===== config.mk =====
export PLATFORM = sky130hd
export DESIGN_NAME = divide
export DESIGN_NICKNAME = d
export VERILOG_FILES = /design/src/rtl/divide.sv
export SDC_FILE = /design/constraint.sdc
export NUM_CORES = 1
export LEC_CHECK = 0
export CORE_MARGIN = 4
export CORE_UTILIZATION = 45
export CTS_CLUSTER_DIAMETER = 150
export CTS_CLUSTER_SIZE = 20
export DETAILED_ROUTE_END_ITERATION = 12
export GPL_TIMING_DRIVEN = 0
export MAX_ROUTING_LAYER = met4
export PLACE_DENSITY = 0.74
export SYNTH_ARGS = -nofsm -noshare
export SYNTH_HDL_FRONTEND = slang
export SYNTH_SLANG_ARGS = --single-unit

===== constraint.sdc =====
create_clock -name Clk -period 7.8 [get_ports Clk]
set_input_delay 1.17 -clock Clk [delete_from_list [all_inputs] [get_ports Clk]]
set_output_delay 1.17 -clock Clk [all_outputs]
set_load 0.02 [all_outputs]

===== src/rtl/divide.sv =====
// divide: iterative 32-bit restoring divider, one quotient bit per DIV2 cycle.
// Define DIV_SIGNED_EN for signed DIV semantics; otherwise unsigned DIVU.
module divide #(
    parameter logic [5:0] DIV_STATE  = 6'd34,
    parameter logic [5:0] DIV2_STATE = 6'd35
) (
    input  logic        Clk,
    input  logic        Reset,
    input  logic [5:0]  State,
    input  logic [31:0] A,
    input  logic [31:0] B,
    output logic [31:0] Hi,
    output logic [31:0] Lo,
    output logic        EndDivFlag,
    output logic        DivZero
);
    logic [31:0] r_rem, r_q, r_div, r_a;
    logic [5:0]  r_cnt;
    logic        r_busy;
    logic [31:0] w_a_mag, w_b_mag, w_rem_next, w_q_next, w_lo, w_hi;
    logic [32:0] w_shift;
    logic        w_ge;
    assign w_shift    = {r_rem, r_q[31]};
    assign w_ge       = w_shift >= {1'b0, r_div};
    assign w_rem_next = w_ge ? w_shift[31:0] - r_div : w_shift[31:0];
    assign w_q_next   = {r_q[30:0], w_ge};
`ifdef DIV_SIGNED_EN
    logic r_qneg, r_rneg;
    assign w_a_mag = A[31] ? -A : A;
    assign w_b_mag = B[31] ? -B : B;
    assign w_lo    = r_qneg ? -w_q_next : w_q_next;
    assign w_hi    = r_rneg ? -w_rem_next : w_rem_next;
    always_ff @(posedge Clk or posedge Reset) begin
        if (Reset) begin
            r_qneg <= 1'b0;
            r_rneg <= 1'b0;
        end else if (State == DIV_STATE) begin
            r_qneg <= A[31] ^ B[31];
            r_rneg <= A[31];
        end
    end
`else
    assign w_a_mag = A;
    assign w_b_mag = B;
    assign w_lo    = w_q_next;
    assign w_hi    = w_rem_next;
`endif
    always_ff @(posedge Clk or posedge Reset) begin
        if (Reset) begin
            r_rem      <= '0;
            r_q        <= '0;
            r_div      <= '0;
            r_a        <= '0;
            r_cnt      <= '0;
            r_busy     <= 1'b0;
            Hi         <= '0;
            Lo         <= '0;
            EndDivFlag <= 1'b0;
            DivZero    <= 1'b0;
        end else if (State == DIV_STATE) begin
            r_q        <= w_a_mag;
            r_div      <= w_b_mag;
            r_a        <= A;
            r_rem      <= '0;
            r_cnt      <= '0;
            r_busy     <= 1'b1;
            DivZero    <= (B == '0);
            EndDivFlag <= 1'b0;
        end else if (State == DIV2_STATE && r_busy) begin
            // A zero divisor short-circuits to the MIPS-style fixed result.
            if (DivZero) begin
                Lo         <= '1;
                Hi         <= r_a;
                EndDivFlag <= 1'b1;
                r_busy     <= 1'b0;
            end else begin
                r_rem <= w_rem_next;
                r_q   <= w_q_next;
                r_cnt <= r_cnt + 6'd1;
                if (r_cnt == 6'd31) begin
                    Lo         <= w_lo;
                    Hi         <= w_hi;
                    EndDivFlag <= 1'b1;
                    r_busy     <= 1'b0;
                end
            end
        end
    end
endmodule


==> metrics.txt <==
WP depth=9; most common cell after layout, fill and taps aside=nand2_1; FF+latch area=5030 sq um; number of diodes=0; die area=25820 sq um; total CTS buffers=14; Top Layer Used=met4; clk_skew=0.03046 ns; final WL=33440 microns; TNS Setup=0 ns; CP Class=in2reg; Syn Nets=1261; Synth Area in Compound Gates=19.91%; Post-Synthesis Cell Area=10490 sq um; CTS Hold Bufs=0; pin count of the biggest net entering global routing=108; CP startpoint kind=input port; Worst-Skew Late Latency=0.50 ns; iteration-0 DRC count of the detailed router=879; DRC Markers=0; first-pass GRT wire length=52550 microns; metal2 WL=15090 microns; Slew @ Worst Pin=0.7595 ns; slowest stage delay, CP=0.60 ns; die width=160.7 microns; pre-CTS WS=3.616 ns; RSZ-0062 raised after global routing=false; Slew HR=49.37%; leakage=5.650 nW; Worst Hold Class=reg2reg; Max Root-Sink Buffers=3; Mean Syn Cell Area=9.082 sq um; Syn Inst Count=1155; core region area=22780 sq um; via count=9464; sequential fraction of the synthesis area=47.95%; Remaining Overflow, GRT=0; Vias/cell=5.831; worst r2r src=r_q[31]; die height=160.7 microns; post-CTS setup buffers=0; DR pass1 iterations=6; Max Cap Violations=0; fin crit period=3.707 ns; vias in the first global route=9384; RD Place Congestion=0.9554; CP endpoint=Hi[30]; Multi-input gate area=4977 sq um; Initial Util=46.05%; CP delay by family, top=buffers and inverters; post-route cell area=12680 sq um; Synth Area in Simple Gates=18.89%; Setup crit end kind=flop; main combinational cell family by area after synthesis=compound AO/OA/AOI/OAI gates; Final WS setup=4.093 ns; WL per Instance=20.60 microns; most frequent cells in the layout=nand2_1 (225), dfrtp_1 (201), clkdlybuf4s50_1 (137), o21ai_0 (95), nand3_1 (73); CTS tree=done; status=complete, no violations; Post-DRT Antenna Nets=0; initial antenna violation count=0; Final Hold Slack=0.4769 ns; post-synthesis sequential element count=201; XOR/XNOR Fraction of Synth Area=2.505%; floorplan row count=55; CTS Root Cell=clkbuf_16; global-route usage over all layers=26.17%; number of synthesized flops with an enable pin=0; number of top-level pins=138; CP startpoint=State[4]; DRT met1 WL=15270 microns; FFs w/ async S/R, synth=100.0%; Layout Nets=1415; Yosys warning total=0; cell mode on critical path=nor2_1; Fill cells=2108; Port Buf Inserts=137; share of cells above drive strength 1=4.198%; data required time of the worst path=8.22 ns; fin util=55.66%; routed length on met3=2346 microns; Final Max Slew Viols=0; CTS Sinks=201; crit path cell chain=clkdlybuf4s50_1, nor4b_1, nand2_1, nor2_1, o21a_1, clkbuf_1, buf_1, nor2_1, a21oi_1; Reg2Reg Depth=13; Netlist cell types=74; Final period util=47.52%; Peak VDD IR=0.0001414 V; setup slack, reg-to-reg=4.09 ns; placed instance area=12290 sq um; H-tree depth=1; WP data arrival=4.12 ns; CTS clk-pin slew, worst paths=0.08 ns; WP buf/inv=3; Adder-Cell Fraction of Synth Area=4.127%; final-report hold violation count=0; CTS resizes=0; Crit Path Max Fanout=10; cell area power density=223.8 nW/um^2; DP HPWL=25340 microns; # setup viols final=0; RR Endpoint=Hi[28]; Worst path slowest cell=buf_1; mux cell area share after synthesis=2.016%; Achievable Freq=269.8 MHz; Area Growth Syn to Fin=20.86%; Top FF cell, synth=dfrtp_1
==> final cells by class <==
cell class / instances / area share (%)
plain buffers: 73 / 2.536
clock buffers: 15 / 2.793
clock inverters: 2 / 0.2862
inverters: 43 / 1.332
multi-input cells: 838 / 39.26
flip-flops and latches: 201 / 39.67
well taps: 313 / 3.089
repair buffers: 138 / 11.03
==> logic make-up (layout without fill, tap and decap cells) <==
logic type	after synthesis	after routing
AOI/OAI and AO/OA	318	318
xor gates and xnor gates	30	30
adders and majority gates	34	34
buffers and inverters	116	271
DFF	201	201
muxes	21	21
and+or+nand+nor	435	435
==> through the flow <==
stage | cells | total power [mW]
after global placement | 1605 | 2.114
after detailed placement | 1606 | 2.127
after global routing | 1623 | 2.977
after floorplan | 1155 | 1.804
final | 1623 | 2.838
after CTS | 1623 | 2.837
==> layer usage <==
metal / vias to the layer above / track usage, %
met3: 68 / 3.746
met1: 4559 / 37.38
met5: - / -
met2: 401 / 39.75
met4: 0 / 6.414
li1: 4436 / -
==> worst register-to-register path, cell delays in order (launching register included) <==
cell	delay, ns
dfrtp_1	0.46
inv_1	0.09
ha_1	0.19
inv_1	0.07
fa_1	0.40
a21o_1	0.20
a221o_1	0.38
a211oi_2	0.41
o22ai_2	0.20
o21ai_1	0.24
mux2_2	0.36
o211a_1	0.15
a211oi_1	0.33
o21ai_1	0.13
==> registers in the layout (all words and copies together), names as in the netlist <==
register and flops:
r_cnt 6, r_a 32, EndDivFlag 1, DivZero 1
Hi 32, r_div 32, Lo 32, r_busy 1
r_rem 32, r_q 32
==> report_power, final <==
group / internal (mW) / leakage, nW / switching, mW
Combinational: 0.332 / 2.83 / 0.486
Clock: 0.335 / 0.190 / 0.378
Sequential: 1.20 / 2.63 / 0.106
Total: 1.87 / 5.65 / 0.970
==> synthesized netlist by cell type (all sizes together) (14+ instances only) <==
cell,number,area share [%]
dfrtp,201,48
xnor2,14,1.2
o22a,32,2.7
nand3,73,3.5
ha,33,3.9
o311ai,17,1.4
nor2,41,1.5
a31oi,21,1.3
nand2,226,8.1
nor4,17,1.2
mux2i,20,1.9
nor3,22,1.1
or3,17,1.1
xor2,16,1.3
inv,43,1.5
clkbuf,53,1.9
buf,20,1.2
a21oi,58,2.8
o21ai,107,5.1
==> how the worst min path moves through the flow <==
stage,start,to,depth (start not counted)
final,Hi[9],Hi[9],2
after detailed placement,r_a[25],r_a[25],2
after global placement,r_a[28],r_a[28],2
after global routing,r_a[14],r_a[14],2
after floorplan,r_a[14],r_a[14],2
after CTS,r_a[25],r_a[25],2
No activity file was read; power rests on OpenSTA's default activity.
